**src/rtl/mips_multicycle_control.sv**
```systemverilog
// mips_multicycle_control: main control FSM of the multicycle MIPS core.
// Sequences fetch/decode/execute/mem/writeback and drives all datapath enables.
// Ports: clk_i, reset_i (sync, active-high), opcode_i[5:0], zero_i, mem_ready_i in;
//        pc_en_o, iord_o, mem_read_o, mem_write_o, ir_write_o, reg_dst_o, mem_to_reg_o,
//        reg_write_o, alu_src_a_o, alu_src_b_o[1:0], pc_source_o[1:0], alu_op_o[2:0],
//        illegal_op_o, instr_done_o, state_o[3:0] out.
module mips_multicycle_control #(
    parameter bit MEM_WAIT_EN = 1'b1
) (
    input  logic       clk_i,
    input  logic       reset_i,
    input  logic [5:0] opcode_i,
    input  logic       zero_i,
    input  logic       mem_ready_i,
    output logic       pc_en_o,
    output logic       iord_o,
    output logic       mem_read_o,
    output logic       mem_write_o,
    output logic       ir_write_o,
    output logic       reg_dst_o,
    output logic       mem_to_reg_o,
    output logic       reg_write_o,
    output logic       alu_src_a_o,
    output logic [1:0] alu_src_b_o,
    output logic [1:0] pc_source_o,
    output logic [2:0] alu_op_o,
    output logic       illegal_op_o,
    output logic       instr_done_o,
    output logic [3:0] state_o
);
    typedef enum logic [3:0] {
        FETCH  = 4'd0,  DECODE = 4'd1,  MEMADR = 4'd2,  MEMRD = 4'd3,
        MEMWB  = 4'd4,  MEMWR  = 4'd5,  RTEXE  = 4'd6,  ALUWB = 4'd7,
        BRANCH = 4'd8,  IMMEXE = 4'd9,  IMMWB  = 4'd10, JUMP  = 4'd11
    } state_t;

    state_t state_q, state_d;
    logic   ready;

    assign ready = MEM_WAIT_EN ? mem_ready_i : 1'b1;

    always_ff @(posedge clk_i) begin
        if (reset_i) state_q <= FETCH;
        else         state_q <= state_d;
    end

    always_comb begin
        state_d      = FETCH;
        pc_en_o      = 1'b0;
        iord_o       = 1'b0;
        mem_read_o   = 1'b0;
        mem_write_o  = 1'b0;
        ir_write_o   = 1'b0;
        reg_dst_o    = 1'b0;
        mem_to_reg_o = 1'b0;
        reg_write_o  = 1'b0;
        alu_src_a_o  = 1'b0;
        alu_src_b_o  = 2'b00;
        pc_source_o  = 2'b00;
        alu_op_o     = 3'b000;
        illegal_op_o = 1'b0;
        instr_done_o = 1'b0;
        state_o      = state_q;
        case (state_q)
            FETCH: begin
                mem_read_o  = 1'b1;
                alu_src_b_o = 2'b01;
                ir_write_o  = ready;
                pc_en_o     = ready;
                state_d     = ready ? DECODE : FETCH;
            end
            DECODE: begin
                // Branch target is computed here speculatively into ALUOut
                alu_src_b_o = 2'b11;
                case (opcode_i)
                    6'b100011, 6'b101011: state_d = MEMADR;
                    6'b000000:            state_d = RTEXE;
                    6'b000100, 6'b000101: state_d = BRANCH;
                    6'b001000, 6'b001101: state_d = IMMEXE;
                    6'b000010:            state_d = JUMP;
                    default:              illegal_op_o = 1'b1;
                endcase
            end
            MEMADR: begin
                alu_src_a_o = 1'b1;
                alu_src_b_o = 2'b10;
                state_d     = (opcode_i == 6'b101011) ? MEMWR : MEMRD;
            end
            MEMRD: begin
                mem_read_o = 1'b1;
                iord_o     = 1'b1;
                state_d    = ready ? MEMWB : MEMRD;
            end
            MEMWB: begin
                reg_write_o  = 1'b1;
                mem_to_reg_o = 1'b1;
                instr_done_o = 1'b1;
            end
            MEMWR: begin
                mem_write_o  = 1'b1;
                iord_o       = 1'b1;
                instr_done_o = ready;
                state_d      = ready ? FETCH : MEMWR;
            end
            RTEXE: begin
                alu_src_a_o = 1'b1;
                alu_op_o    = 3'b010;
                state_d     = ALUWB;
            end
            ALUWB: begin
                reg_write_o  = 1'b1;
                reg_dst_o    = 1'b1;
                instr_done_o = 1'b1;
            end
            BRANCH: begin
                alu_src_a_o  = 1'b1;
                alu_op_o     = 3'b001;
                pc_source_o  = 2'b01;
                // opcode[0] separates bne (1) from beq (0)
                pc_en_o      = opcode_i[0] ^ zero_i;
                instr_done_o = 1'b1;
            end
            IMMEXE: begin
                alu_src_a_o = 1'b1;
                alu_src_b_o = 2'b10;
                alu_op_o    = (opcode_i == 6'b001101) ? 3'b100 : 3'b000;
                state_d     = IMMWB;
            end
            IMMWB: begin
                reg_write_o  = 1'b1;
                instr_done_o = 1'b1;
            end
            JUMP: begin
                pc_source_o  = 2'b10;
                pc_en_o      = 1'b1;
                instr_done_o = 1'b1;
            end
            default: ;
        endcase
        if (reset_i) begin
            state_d      = FETCH;
            pc_en_o      = 1'b0;
            iord_o       = 1'b0;
            mem_read_o   = 1'b0;
            mem_write_o  = 1'b0;
            ir_write_o   = 1'b0;
            reg_dst_o    = 1'b0;
            mem_to_reg_o = 1'b0;
            reg_write_o  = 1'b0;
            alu_src_a_o  = 1'b0;
            alu_src_b_o  = 2'b00;
            pc_source_o  = 2'b00;
            alu_op_o     = 3'b000;
            illegal_op_o = 1'b0;
            instr_done_o = 1'b0;
            state_o      = 4'd0;
        end
    end
endmodule

```
**config.mk**
```make
export PLATFORM = sky130hd
export DESIGN_NAME = mips_multicycle_control
export DESIGN_NICKNAME = d
export VERILOG_FILES = /design/src/rtl/mips_multicycle_control.sv
export SDC_FILE = /design/constraint.sdc
export NUM_CORES = 1
export LEC_CHECK = 0
export CAP_MARGIN = 20
export CORE_AREA = 3 3 46 48
export CTS_CLUSTER_SIZE = 28
export DETAILED_ROUTE_END_ITERATION = 10
export DIE_AREA = 0 0 49 51
export GPL_TIMING_DRIVEN = 0
export PLACE_DENSITY = 0.73
export SETUP_SLACK_MARGIN = 0.1
export SLEW_MARGIN = 5
export SYNTH_ARGS = -nofsm -noshare
export SYNTH_HDL_FRONTEND = slang
export SYNTH_SLANG_ARGS = --single-unit
export TNS_END_PERCENT = 10
```
**constraint.sdc**
```tcl
create_clock -name clk_i -period 2.2 [get_ports clk_i]
set_clock_uncertainty 0.05 [all_clocks]
set_input_delay 0.33 -clock clk_i [delete_from_list [all_inputs] [get_ports clk_i]]
set_output_delay 0.33 -clock clk_i [all_outputs]
set_load 0.01 [all_outputs]
```
==> summary.txt <==
Finish
  • Fill cells: 184
  • Layout cells sized above 1: 0.223
  • NumNets Final: 151
  • Max reg flops: 4
  • Commonest non-fill, non-tap cell in the layout: nor2_1
  • Area growth syn-to-layout: 57.0%
  • Most frequent cells in the layout: 14 x nor2_1, 10 x clkdlybuf4s50_1, 7 x dlygate4sd2_1, 7 x dlymetal6s2s_1
  • Largest regs: state_q x4
  • Area of the multi-input gates: 591 um^2
  • Inserted Diodes: 0
  • Register Area: 81.3 um^2
  • Final instance area: 0.00109 mm^2
  • Register name with the most flops: state_q

Status
  • Outcome: complete, but fails checks
  • Failing checks: negative setup slack

Setup path
  • Crit-path max FO: 10
  • R2r worst-path depth: 5
  • CP delay by family, top: buffers and inverters
  • Kind of critical path: reg2out
  • CP arrival: 1.84 ns
  • Crit-path max cell delay: 0.53 ns
  • Worst reg2reg path startpoint: state_q[1]
  • Instance count on the critical path: 5
  • Critical path buffer and inverter count: 3
  • Worst reg2reg setup slack: 0.63 ns
  • Reg2reg end: state_q[1]
  • CP max-delay cell: clkdlybuf4s50_1
  • Startpoint Class: flop
  • CP endpoint kind: primary output
  • Cell Chain, Critical Path: buf_2, buf_4, nor3_4, and3_1, clkdlybuf4s50_1
  • WP data required: 1.82 ns

Worst hold path
  • Hold WC Path Type: in2reg
  • Min-delay src: opcode_i[0]
  • Min-Delay Endpoint: state_q[0]
  • Worst hold path depth: 5

Die
  • DIE AREA: 0.00250 mm^2
  • Die Span Y: 51 um
  • Starting density of the core: 0.399
  • # rows: 15
  • Die width: 49 um
  • Core area: 0.00175 mm^2
  • I/O pins: 32

Placement
  • Placed Area: 0.00101 mm^2
  • Post-DP HPWL: 1.68 mm
  • Final Wtd Congestion: 0.843
  • IO Port Bufs: 28

STA
  • Worst setup margin: -0.0221 ns
  • Max-slew headroom: 0.641
  • Max Fclk: 450 MHz
  • Final setup violation count: 1
  • Max Slew Vio Count: 0
  • RSZ-0062 raised after global routing: yes
  • Final period demand of the worst path: 2.22 ns
  • Period utilization: 1.01
  • Hold slack: 0.567 ns
  • Final Hold Vio Count: 0
  • Worst-margin pin slew: 0.539 ns

Yosys
  • Post-synthesis adder-cell area fraction: 0
  • Post-Syn Area: 696 um^2
  • Xor/xnor share of the synthesized area: 0.0504
  • Top area cells in the synthesized netlist: dfxtp_1 12%, nor2_1 8.1%, nor3_1 5.8%
  • Post-Synth Simple-Gate Area: 0.477
  • Seq/Total Area, Yosys: 0.115
  • Post-synth ARST share: 0
  • Post-synth EDFFs: 0
  • Synth area leader: dfxtp_1
  • Count of cell types in the netlist: 39
  • #FFs+latches synth: 4
  • Post-Syn Instances: 108
  • Post-Syn Nets: 118
  • YS warnings: 0
  • Syn avg cell area: 6.44 um^2
  • Ys flop type: dfxtp_1
  • Largest family of logic cells by synthesized area: simple AND/OR/NAND/NOR gates
  • Compound-cell area share of the yosys netlist: 0.248
  • Synth top area share: 0.115
  • Mux cell area share after synthesis: 0.0162

GRT
  • Met1 usage: 0.195
  • M2 GR Usage: 0.328
  • GRT busiest layer: met2
  • GR Layer Usage met3: 0.0350
  • Largest net degree at the start of global routing: 11
  • Number of global-route vias before repair: 812
  • Tot GR Track Use: 0.171
  • First-pass GRT wire length: 3.47 mm
  • Congestion Overflow GR: 0
  • Initial antenna violation count: 0

Drt
  • Antenna viol nets, final: 0
  • Drt drc: 0
  • WL final: 2.27 mm
  • DR pass1 iterations: 4
  • Wire per inst: 13.8 um
  • 1st-iter DRT viols: 24
  • Via density: 5.82
  • DR vias: 955

Clock network
  • Post-CTS Setup Inserts: 0
  • Worst-Skew Late Latency: 0.25 ns
  • CTS sink count: 4
  • CTS tree: yes
  • CTS Buffer Depth: 2
  • Clock root buffer: clkbuf_4
  • Clock transition at the registers of the reported paths: 0.05 ns
  • Cts hold-fix bufs: 0
  • TritonCTS buffer count: 3
  • Htree depth: 1

Pwr
  • Pwr per Cell Area: 257 mW/mm^2
  • Leakage: 0.519 nW
  • VDD IR-drop max: 0.000240 V

Flow run
  • Max Cap Viol: 0
metal layers:
metal	vias up	routed length (um)	share of wire
met2	61	1120	0.49
met5	-	0	0
met3	6	214	0.094
met4	0	33	0.015
li1	461	-	-
met1	427	904	0.40
worst max-delay path by stage:
stage / from / endpoint / slack (ns)
final: state_q[3] / mem_read_o / -0.02
after global routing: state_q[3] / mem_read_o / -0.07
after CTS: state_q[3] / reg_write_o / -0.09
after detailed placement: opcode_i[1] / illegal_op_o / -0.55
after global placement: opcode_i[1] / illegal_op_o / -0.52
after floorplan: state_q[2] / instr_done_o / 0.34
tightest hold or removal path, stage by stage:
cell and delay (ns):
buf_6 0.11, xnor2_1 0.12, a21oi_1 0.07, nor2_1 0.08, o21a_1 0.12
stage by stage:
step	setup TNS, ns	util	power (mW)	std cells	setup slack, ns
2_1_floorplan	0	-	0.134	108	0.343
3_3_place_gp	-1.10	0.577	0.176	161	-0.515
3_5_place_dp	-1.22	0.577	0.178	161	-0.550
4_1_cts	-0.380	0.597	0.275	164	-0.0929
5_1_grt	-0.132	0.626	0.291	164	-0.0695
6_report	-0.0221	0.626	0.281	164	-0.0221
Yosys cell counts (2+ instances only):
cell and instances:
a2111oi_0 2, or4_2 2, nor2_1 15, nand3_1 2, and3_1 3, inv_1 3, xnor2_1 3, nor2b_1 6
a21oi_1 6, nand4_1 2, o21ai_0 4, nor4_1 4, nand2_1 6, dfxtp_1 4, nor3_1 8, or3_1 3
nor3b_1 2, buf_2 3, a211oi_1 2, o21a_1 3, buf_1 2, nand2b_1 2, clkbuf_1 4, a31oi_1 2
report_power, final:
part	switching (mW)	internal, mW	total (mW)	leakage (nW)
registers	0.00179	0.0748	0.0766	0.0328
logic	0.0541	0.0481	0.102	0.472
clock network	0.0400	0.0617	0.102	0.0138
total	0.0959	0.185	0.281	0.519
cell type report:
cell class	count	area share
Multi-Input combinational cell	90	0.541
Tap cell	25	0.0286
Timing Repair Buffer	28	0.252
Inverter	3	0.0103
Buffer	11	0.0733
Sequential cell	4	0.0745
Clock buffer	3	0.0206
repair_timing:
item | CTS | global route
setup endpoints to repair | 19 | 15
hold endpoints to repair | 0 | 0
pin swaps | 1 | 1
gates resized for setup | 33 | 21
cell families (layout without fill, tap and decap cells):
kind of cell              after synthesis  after routing
xor gates and xnor gates                4              4
muxes                                   1              1
and+or+nand+nor                        60             60
AOI/OAI and AO/OA                      25             25
DFF                                     4              4
buffers and inverters                  14             45
No activity file was read; power rests on OpenSTA's default activity.
